===== src/rtl/out_port_if.sv =====
// Output-port scheduler bus: input-port requests and output-side done
// in; grant, mux select, status and counters out.
//   master : the scheduler (drives grant/mux_sel/active/rr_ptr/pkt_cnt/timeout_err)
//   slave  : the surrounding switch logic (drives req/done)
interface out_port_if;
    logic [3:0]  req;
    logic        done;
    logic [3:0]  grant;
    logic [1:0]  mux_sel;
    logic        active;
    logic [1:0]  rr_ptr;
    logic [15:0] pkt_cnt;
    logic        timeout_err;

    modport master (
        input  req, done,
        output grant, mux_sel, active, rr_ptr, pkt_cnt, timeout_err
    );

    modport slave (
        output req, done,
        input  grant, mux_sel, active, rr_ptr, pkt_cnt, timeout_err
    );
endinterface


===== src/rtl/out_port_scheduler.sv =====
// Round-robin scheduler for one switch output port (4 input ports).
// Ports: clk, rst (async, active-high), bus (out_port_if.master):
//   req[3:0], done in; grant[3:0], mux_sel[1:0], active, rr_ptr[1:0],
//   pkt_cnt[15:0], timeout_err out. All outputs registered.
// Optional busy watchdog: define OUT_PORT_SCHED_WDOG_EN; limit TIMEOUT.
module out_port_scheduler #(
    parameter int TIMEOUT = 16
) (
    input  logic       clk,
    input  logic       rst,
    out_port_if.master bus
);
    if (TIMEOUT < 2 || TIMEOUT > 255) begin : g_bad_timeout
        $error("out_port_scheduler: TIMEOUT must be 2..255");
    end

    typedef enum logic {IDLE, BUSY} state_t;

    state_t      state_q, state_d;
    logic [3:0]  grant_q, grant_d;
    logic [1:0]  sel_q, sel_d;
    logic        act_q, act_d;
    logic [1:0]  rr_q, rr_d;
    logic [15:0] cnt_q, cnt_d;
    logic        terr_q, terr_d;

    logic        found;
    logic [1:0]  win;
    logic        fin;
    logic        expire;
    logic        take;

    // Walk from the farthest offset down so the nearest requester
    // (starting at rr_q) is the last one written and wins.
    always_comb begin
        logic [1:0] idx;
        found = 1'b0;
        win   = rr_q;
        for (int i = 3; i >= 0; i--) begin
            idx = rr_q + 2'(i);
            if (bus.req[idx]) begin
                found = 1'b1;
                win   = idx;
            end
        end
    end

    assign fin  = (state_q == BUSY) && bus.done;
    // A transfer ends on done or watchdog abort; IDLE is always open.
    assign take = (state_q == IDLE) || fin || expire;

`ifdef OUT_PORT_SCHED_WDOG_EN
    logic [7:0] wd_q, wd_d;

    // done beats expiry when both land in the same cycle.
    assign expire = (state_q == BUSY) && !bus.done
                 && (wd_q == 8'(TIMEOUT - 1));

    always_comb begin
        wd_d = wd_q;
        if (take)
            wd_d = 8'd0;
        else if (state_q == BUSY)
            wd_d = wd_q + 8'd1;
    end

    always_ff @(posedge clk or posedge rst) begin
        if (rst)
            wd_q <= 8'd0;
        else
            wd_q <= wd_d;
    end
`else
    assign expire = 1'b0;
`endif

    // State register
    always_ff @(posedge clk or posedge rst) begin
        if (rst) begin
            state_q <= IDLE;
            grant_q <= 4'd0;
            sel_q   <= 2'd0;
            act_q   <= 1'b0;
            rr_q    <= 2'd0;
            cnt_q   <= 16'd0;
            terr_q  <= 1'b0;
        end else begin
            state_q <= state_d;
            grant_q <= grant_d;
            sel_q   <= sel_d;
            act_q   <= act_d;
            rr_q    <= rr_d;
            cnt_q   <= cnt_d;
            terr_q  <= terr_d;
        end
    end

    // Next-state logic
    always_comb begin
        state_d = state_q;
        grant_d = grant_q;
        sel_d   = sel_q;
        act_d   = act_q;
        rr_d    = rr_q;
        cnt_d   = cnt_q + 16'(fin);
        terr_d  = expire;
        if (take) begin
            unique case (found)
                1'b1: begin
                    state_d = BUSY;
                    grant_d = 4'b0001 << win;
                    sel_d   = win;
                    act_d   = 1'b1;
                    rr_d    = win + 2'd1;
                end
                default: begin
                    state_d = IDLE;
                    grant_d = 4'd0;
                    act_d   = 1'b0;
                end
            endcase
        end
    end

    // Outputs
    always_comb begin
        bus.grant       = grant_q;
        bus.mux_sel     = sel_q;
        bus.active      = act_q;
        bus.rr_ptr      = rr_q;
        bus.pkt_cnt     = cnt_q;
        bus.timeout_err = terr_q;
    end
endmodule


===== src/flat_wrapper.sv =====
// flat-port wrapper written by rule: the top's interface ports become plain ports
module out_port_scheduler_flat 
#(
    parameter int TIMEOUT = 16
)
  (clk, rst, bus_req, bus_done, bus_grant, bus_mux_sel, bus_active, bus_rr_ptr, bus_pkt_cnt, bus_timeout_err);
  out_port_if bus_i ();
  input  logic clk;
  input  logic rst;
  input wire logic [$bits(bus_i.req)-1:0] bus_req;
  input wire logic [$bits(bus_i.done)-1:0] bus_done;
  output wire logic [$bits(bus_i.grant)-1:0] bus_grant;
  output wire logic [$bits(bus_i.mux_sel)-1:0] bus_mux_sel;
  output wire logic [$bits(bus_i.active)-1:0] bus_active;
  output wire logic [$bits(bus_i.rr_ptr)-1:0] bus_rr_ptr;
  output wire logic [$bits(bus_i.pkt_cnt)-1:0] bus_pkt_cnt;
  output wire logic [$bits(bus_i.timeout_err)-1:0] bus_timeout_err;
  assign bus_i.req = bus_req;
  assign bus_i.done = bus_done;
  assign bus_grant = bus_i.grant;
  assign bus_mux_sel = bus_i.mux_sel;
  assign bus_active = bus_i.active;
  assign bus_rr_ptr = bus_i.rr_ptr;
  assign bus_pkt_cnt = bus_i.pkt_cnt;
  assign bus_timeout_err = bus_i.timeout_err;
  out_port_scheduler #(.TIMEOUT(TIMEOUT)) u_core (.clk(clk), .rst(rst), .bus(bus_i));
endmodule

===== config.mk =====
export PLATFORM = sky130hd
export DESIGN_NAME = out_port_scheduler_flat
export DESIGN_NICKNAME = d
export VERILOG_FILES = /design/src/rtl/out_port_if.sv /design/src/rtl/out_port_scheduler.sv /design/src/flat_wrapper.sv
export SDC_FILE = /design/constraint.sdc
export NUM_CORES = 1
export LEC_CHECK = 0
export ABC_AREA = 0
export CORE_MARGIN = 3
export CORE_UTILIZATION = 44
export CTS_BUF_LIST = sky130_fd_sc_hd__clkbuf_2
export DETAILED_ROUTE_END_ITERATION = 8
export PLACE_DENSITY = 0.77
export REMOVE_ABC_BUFFERS = 1
export SYNTH_ARGS = -nofsm -noshare
export SYNTH_HDL_FRONTEND = slang
export SYNTH_SLANG_ARGS = --single-unit

===== constraint.sdc =====
create_clock -name clk -period 1.5 [get_ports clk]
set_clock_uncertainty 0.05 [all_clocks]
set_input_delay 0.375 -clock clk [delete_from_list [all_inputs] [get_ports clk]]
set_output_delay 0.375 -clock clk [all_outputs]
set_load 0.02 [all_outputs]

==> flow_results.org, run 1 <==
** STA
- Post-route worst setup slack :: -0.113 ns
- Min cycle time layout :: 1.61 ns
- Across all hold checks on the routed design, the worst slack comes to 0.259 ns.
- Setup repair after global routing could not meet its margin everywhere.
- Max Freq :: 0.620 GHz
- Hold Violations, Final :: 0
- Final setup viols :: 5
- Final clock period utilization by the worst path :: 108%
- Fin. max-slew vios :: 0

** Route
- Pre-antenna DRT Iters :: 4
- Via count of the routed design :: 1,088
- Violation count after the first detailed-routing iteration :: 15
- For this run, design rule violations remaining after detail routing come to 0.
- Dividing the detail-routed wire length by the instance count gives 15.3 µm.
- After detailed routing, the number of vias per cell comes to 5.08.
- For this block, the routed nets add up to 3.26 mm of wire.
- In this run the remaining antenna-violating nets after routing total 0.

** Global routing
- Entering global routing, the biggest net connects 26 pins.
- Total global routing overflow :: 0
- The number of antenna violations at the first check in global routing is 0.
- Global routing usage summed across all routing layers :: 20.0%
- Wire length of the first global-routing pass :: 5.12 mm
- The number of global-route vias before repair was 1,115.

** Clock tree
- Cell at the root of the clock tree :: clkbuf_2
- CTS tree :: built
- Buffer depth of the longest clock path :: 2
- The clock net in this run drives a total of 25 sinks.
- The number of hold buffers added after CTS was 0.
- CTS HTree Levels :: 1
- Clock-pin slew of the registers on the worst-case setup and hold paths :: 0.25 ns
- Number of CTS-inserted buffers :: 3
- The later pin in the worst-skew pair is clocked with a latency of 0.36 ns.

** Worst setup path
- The worst setup path is captured at an output pin.
- Combined buffer and inverter count along the critical path :: 3
- Worst path top cell family by delay :: flip-flops
- Cells traversed along the worst timing path :: buf_6 -> buf_6 -> buf_6
- Slowest stage delay, CP :: 0.48 ns
- At the worst endpoint, the arrival time is 1.19 ns.
- Among all stages on the critical path, the largest delay is contributed by dfrtp_1.
- Worst path required time :: 1.07 ns
- The worst setup path is of the register to output pin kind.
- Critical path peak fanout :: 3
- The most numerous cell type found on the critical path is buf_6.
- Critical Path Source Type :: register

** Synthesis
- In the synthesized netlist, the number of instances is 106.
- Yosys printed 0 warnings.
- Summing the sequential cell areas from Yosys gives 52.1% of the chip area.
- A synthesized cell averages 11.3 µm².
- The mapped netlist covers 1200 µm².
- The synthesized design contains 25 register bits.
- Synthesis instantiated 38 different standard cells from the library.

** Placed design
- The congestion estimate from routability-driven global placement came to 0.731.
- Total cell area at the placement stage :: 1780 µm²
- The wire-length estimate of the detail-placed layout is 2.06 mm.
- IO Port Bufs :: 31

** Final layout
- Share of post-route cells with drive strength above 1 :: 56.5%
- Number of antenna cells inserted :: 0
- The top cell types in the final layout, fill and taps aside, are buf_4, dfrtp_1, buf_2.
- Most frequent standard cell in the layout excluding fill and tap cells :: buf_4
- Final-layout fill cell count :: 191
- With fillers left out, the area of the finished cells amounts to 1950 µm².
- Post-synthesis to final-layout area growth :: 62.5%
- Final Util :: 76.6%
- The final layout contains 194 nets.

** Floorplanning
- Initial cell density of the core :: 47.1%
- The floorplan has 18 rows.
- The die is 58.2 µm tall.
- The die covers 3390 µm².
- Horizontal extent of the die :: 58.2 µm
- 33 I/O pins were placed.
- Area of the core :: 2540 µm²

** Pwr
- IR analysis of the VDD net gives a maximum drop of 1.18 mV.
- For this design the ratio of total power to cell area is 1360 nW/µm².
- Static power due to leakage :: 0.986 nW

** Worst hold path
- In this run the worst hold path is classified as input port to async pin.

** Job
- Max-cap violations :: 0

** Status
- The flow ran to the end, but the final reports show violations.
- Violated checks :: negative setup slack
==> worst min-delay path: cells and delay by family <==
kind	cells	cell delay, ns
buffers and inverters	3	0.74
==> layout make-up <==
cell class              count  area [µm²]  share of cell area [%]
multi-input cells          73         663                    34.0
flip-flops and latches     25         628                    32.2
repair buffers             76         567                    29.1
well taps                  30        37.5                    1.93
inverters                   6        31.3                    1.60
clock buffers               3        15.0                   0.770
clock inverters             1        7.51                   0.385
==> through the flow <==
| step | instances | total power [W] | TNS, ns | setup slack [ns] |
|---|---|---|---|---|
| floorplan | 104 | 0.00155 | -1.07 | -0.215 |
| global placement | 197 | 0.00215 | -9.37 | -0.517 |
| detailed placement | 197 | 0.00219 | -10.45 | -0.560 |
| CTS | 207 | 0.00259 | -0.196 | -0.0864 |
| global route | 214 | 0.00282 | -0.970 | -0.192 |
| finish | 214 | 0.00266 | -0.346 | -0.113 |
==> flip-flops by register name, indices dropped and copies added (netlist names) <==
| signal | count |
|---|---|
| u_core.bus.active | 1 |
| u_core.bus.grant | 4 |
| u_core.bus.mux_sel | 2 |
| u_core.bus.pkt_cnt | 16 |
| u_core.bus.rr_ptr | 2 |
==> logic make-up (layout without fill, tap and decap cells) <==
logic type	Yosys count	in the layout	synth area share, %
and+or+nand+nor	38	38	18.2
DFF	25	25	52.1
AOI/OAI and AO/OA	17	17	12.1
xor gates and xnor gates	14	14	10.2
buffers and inverters	8	86	4.07
adders and majority gates	2	2	2.09
other	1	1	0.313
muxes	1	1	0.834
==> path summary, 6_finish.rpt <==
path,start,endpoint,slack [ns],depth (start not counted)
worst min-delay path,rst,u_core.bus.pkt_cnt[6],0.26,3
max in group asynchronous,rst,u_core.bus.pkt_cnt[12],0.87,3
min in group clk,bus_done,u_core.bus.active,0.43,3
worst min register to register,u_core.bus.mux_sel[0],u_core.bus.mux_sel[0],0.47,2
worst max-delay path,u_core.bus.pkt_cnt[11],bus_pkt_cnt[11],-0.11,3
worst max register to register,u_core.bus.pkt_cnt[11],u_core.bus.pkt_cnt[13],-0.10,5
==> report_power, final <==
part           total, W  switching [W]  internal [W]
logic           0.00140       0.000754      0.000651
registers      0.000974       0.000131      0.000843
clock network  0.000278       0.000216     0.0000618
total           0.00266        0.00110       0.00156
==> layer usage <==
metal  wire [µm]  vias to the layer above  global-route usage, %
met5           0                        -                      0
met4         142                        0                   10.9
met3         170                       13                   2.67
met2        1700                       38                   35.2
met1        1250                      519                   23.4
li1            -                      518                      -
==> what timing repair did <==
action                                  in CTS  in global routing
pin swaps                                   10                 10
setup buffers                                6                  7
endpoints found under the setup margin      43                 38
gates resized for setup                    113                 38
==> cells in the mapped netlist <==
library cell,n,share of area (%)
dfrtp_1,25,52
nand2_1,11,3.4
xnor2_1,9,6.6
nor2_1,7,2.2
xor2_1,5,3.6
a21oi_1,3,1.3
inv_1,3,0.94
nand2b_1,3,1.6
nand3_1,3,1.3
nand3_2,3,2.5
clkinv_1,2,0.63
ha_1,2,2.1
nor2b_1,2,1.0
nor3_1,2,0.83
o21ai_1,2,0.83
o21bai_1,2,1.3
a21boi_1,1,0.63
a221oi_4,1,2.2
a22o_1,1,0.73
a32o_1,1,0.83
and2_1,1,0.52
buf_2,1,0.42
buf_4,1,0.63
bufinv_8,1,1.5
conb_1,1,0.31
mux2i_1,1,0.83
nand4_1,1,0.52
nand4_2,1,1.0
nor3_4,1,1.4
nor4_1,1,0.52
o21ai_0,1,0.42
o22ai_1,1,0.52
o2bb2ai_1,1,0.73
o31a_1,1,0.73
o31ai_1,1,0.63
o32ai_2,1,1.4
or2_0,1,0.52
or4_4,1,0.94
Note: power is estimated with default switching activity, not from simulation.
==> run 2: changes to the inputs <==
--- a/config.mk
+++ b/config.mk
@@ -6,7 +6,7 @@
 export NUM_CORES = 1
 export LEC_CHECK = 0
 export ABC_AREA = 0
-export CORE_MARGIN = 3
+export CORE_MARGIN = 2
 export CORE_UTILIZATION = 44
 export CTS_BUF_LIST = sky130_fd_sc_hd__clkbuf_2
 export DETAILED_ROUTE_END_ITERATION = 8
==> flow_results.org, run 2 (synthesis gave the netlist of run 1 again) <==
** Status
- Outcome :: finished, violations left
- The final reports fail on negative setup slack.

** Clock tree
- The sink count of the clock tree came to 25 (unchanged).
- CTS HTree Levels :: 1 (unchanged)
- Latest clock arrival within the worst-skew pair :: 0.36 ns (about the same)
- The total CTS buffers was 3 (unchanged).
- Buffer depth of the longest clock path :: 2 (unchanged)
- Cell at the root of the clock tree :: clkbuf_2
- The number of buffers inserted for hold repair after clock tree synthesis was 0 (unchanged).
- CTS tree :: built
- The clock transition at the register clock pins on the worst setup and hold paths after CTS came to 0.25 ns (about the same).

** Final layout
- The area occupied by registers was 628 µm² (unchanged).
- Final-layout fill cell count :: 173 (-9.4%)
- Compared with the post-synthesis result, the final layout area differs by 64.1%.
- Most used cells in the layout excluding fill and tap cells :: buf_4, buf_2, dfrtp_1
- The fraction of layout cells with a size suffix above 1 is 60.9% (+4.3 points).
- The flip-flop count of the largest register after layout came to 16 (unchanged).
- Final Util :: 78.1% (+1.5 points)
- Number of antenna cells inserted :: 0 (unchanged)
- The number of nets in the layout is 194 (unchanged).
- Area of the multi-input gates :: 699 µm² (+5.5%)
- The library cell used most frequently in the layout, excluding fill and tap cells, is buf_4.

** Worst hold path
- The min-delay analysis places its worst path in the category input port to async pin.

** STA
- The max-slew violation count came to 0 (unchanged).
- The final number of hold-violating endpoints was 0 (unchanged).
- Min cycle time layout :: 1.57 ns (-0.0423 ns)
- Unrepaired setup endpoints after global routing :: yes
- Final setup viols :: 7 (+2)
- Max Freq :: 0.637 GHz (+2.7%)
- The final worst-path setup slack came to -0.0702 ns (+0.0423 ns).
- The share of the clock period used by the worst path after layout was 105% (-2.8 points).

** Floorplanning
- Horizontal extent of the die :: 56.2 µm (-3.4%)
- The overall die height was 56.2 µm (-3.4%).
- Die area :: 3160 µm² (-6.8%)
- The count of pins on the block boundary was 33 (unchanged).
- Site row count :: 18 (unchanged)
- Area of the core :: 2520 µm² (-0.88%)
- The initial core utilization was 47.6% (+0.42 points).

** Placed design
- The final weighted congestion in routability-driven placement was 0.761 (+4.1%).
- The number of port buffers was 31 (unchanged).
- The placed wire-length estimate after detailed placement is 2.08 mm (+0.84%).

** Route
- Total length of routed wires :: 3.27 mm (+0.28%)
- The first-pass iteration count of the detailed router was 4 (unchanged).
- Via count of the routed design :: 1,098 (+0.92%)
- The residual DRC count came to 0 (unchanged).
- The mean number of vias per cell is 5.13 (+0.92%).
- Violation count after the first detailed-routing iteration :: 21 (+6)
- Number of routed nets with antenna violations :: 0 (unchanged)
- The per-cell routed wire length came to 15.3 µm (+0.28%).

** Global routing
- Antenna violations before repair :: 0 (unchanged)
- Maximum number of pins on one net before global-route repair :: 26 (unchanged)
- Wire length of the first global-routing pass :: 5.09 mm (-0.66%)
- Via count of the first global-routing pass :: 1,130 (+1.3%)
- Total global routing overflow :: 0 (unchanged)
- The total track usage was 20.3% (+0.27 points).

** Worst setup path
- Critical Path Source Type :: register
- Combined buffer and inverter count along the critical path :: 1 (-2)
- The worst setup path is of the register to register kind.
- The highest net fanout along the worst path is 3 (unchanged).
- The worst setup path is captured at a register.
- R2R setup slack :: -0.07 ns (+0.03 ns)
- Worst path top cell family by delay :: simple AND/OR/NAND/NOR gates
- Cells traversed along the worst timing path :: inv_2 -> or4_4 -> nor3_4 -> nand3_2 -> xnor2_1
- Standard cell with the maximum stage delay on the critical path :: or4_4
- Crit path DAT :: 1.81 ns (+0.62 ns)
- Slowest stage delay, CP :: 0.56 ns (+0.08 ns)
- The required time at the worst-slack endpoint was 1.74 ns (+0.67 ns).

** Job
- Max-cap violations :: 0 (unchanged)

** Pwr
- PwrDens :: 1390 nW/µm² (+2.0%)
- Maximum vdd ir drop :: 1.15 mV (-2.6%)
- The overall power of the completed layout was 0.00274 W (+3.0%).
- Static power due to leakage :: 0.988 nW (+0.25%)
## run 2: changes by cell type in the layout (fill, tap and decap cells not counted), moves of 2 or more
cell and delta:
nand3_1 -2, buf_2 +5, clkbuf_2 -2, xnor2_1 -2
nand3_2 +2, xnor2_2 +2, buf_6 -2
## run 2: power breakdown
| group | switching [W] | leakage, nW | total [W] | internal, W |
|---|---|---|---|---|
| sequential | 0.000109 | 0.313 | 0.000951 | 0.000843 |
| clock | 0.000216 | 0.0126 | 0.000278 | 0.0000618 |
| combinational | 0.000802 | 0.663 | 0.00151 | 0.000705 |
## run 2: worst register-to-register path, delay by kind of cell, from the launching register on
kind                      cells  cell delay [ns]
DFF                           1             0.46
xor gates and xnor gates      1             0.12
buffers and inverters         1             0.04
and+or+nand+nor               3             0.83
## run 2: final cells by class
class,count,area share [%]
clock buffer,3,0.762
clock inverter,1,0.381
inverter,6,1.52
multi-input combinational,73,35.5
sequential,25,31.9
tap,30,1.91
timing repair buffer,76,28.0
## run 2: path summary, 6_finish.rpt
path,from,to,depth (start not counted)
max,u_core.bus.pkt_cnt[11],u_core.bus.pkt_cnt[15],5
min,rst,u_core.bus.pkt_cnt[14],3
max reg2reg,u_core.bus.pkt_cnt[11],u_core.bus.pkt_cnt[15],5
min reg2reg,u_core.bus.mux_sel[0],u_core.bus.mux_sel[0],2
max in group asynchronous,rst,u_core.bus.rr_ptr[1],3
min in group clk,u_core.bus.mux_sel[0],u_core.bus.mux_sel[0],2
## run 2: per-layer routing
layer / vias up / global-route usage [%] / part of all wire, %
met5: - / 0 / 0
met3: 6 / 2.79 / 4.6
met1: 541 / 22.1 / 39
met4: 0 / 5.44 / 1.8
li1: 522 / - / -
met2: 29 / 40.2 / 55
## run 2: repair_timing
action / 4_1_cts / 5_1_grt
cloned: 0 / 0
hold endpoints to repair: 0 / 0
resized for setup: 124 / 31
setup endpoints to repair: 44 / 26
buffers inserted: 10 / 4
pin swaps: 11 / 21
## run 2: through the flow
stage          cells  area, µm²  hold WS (ns)  setup TNS, ns  worst slack (ns)
3_5_place_dp     198       1780         0.411         -10.49            -0.570
3_3_place_gp     198       1780         0.408          -9.25            -0.511
4_1_cts          211       1860         0.261         -0.276            -0.124
6_report         214       1970         0.283         -0.201           -0.0702
5_1_grt          214       1970         0.296          -1.18            -0.126
2_1_floorplan    104       1190         0.352          -1.07            -0.215
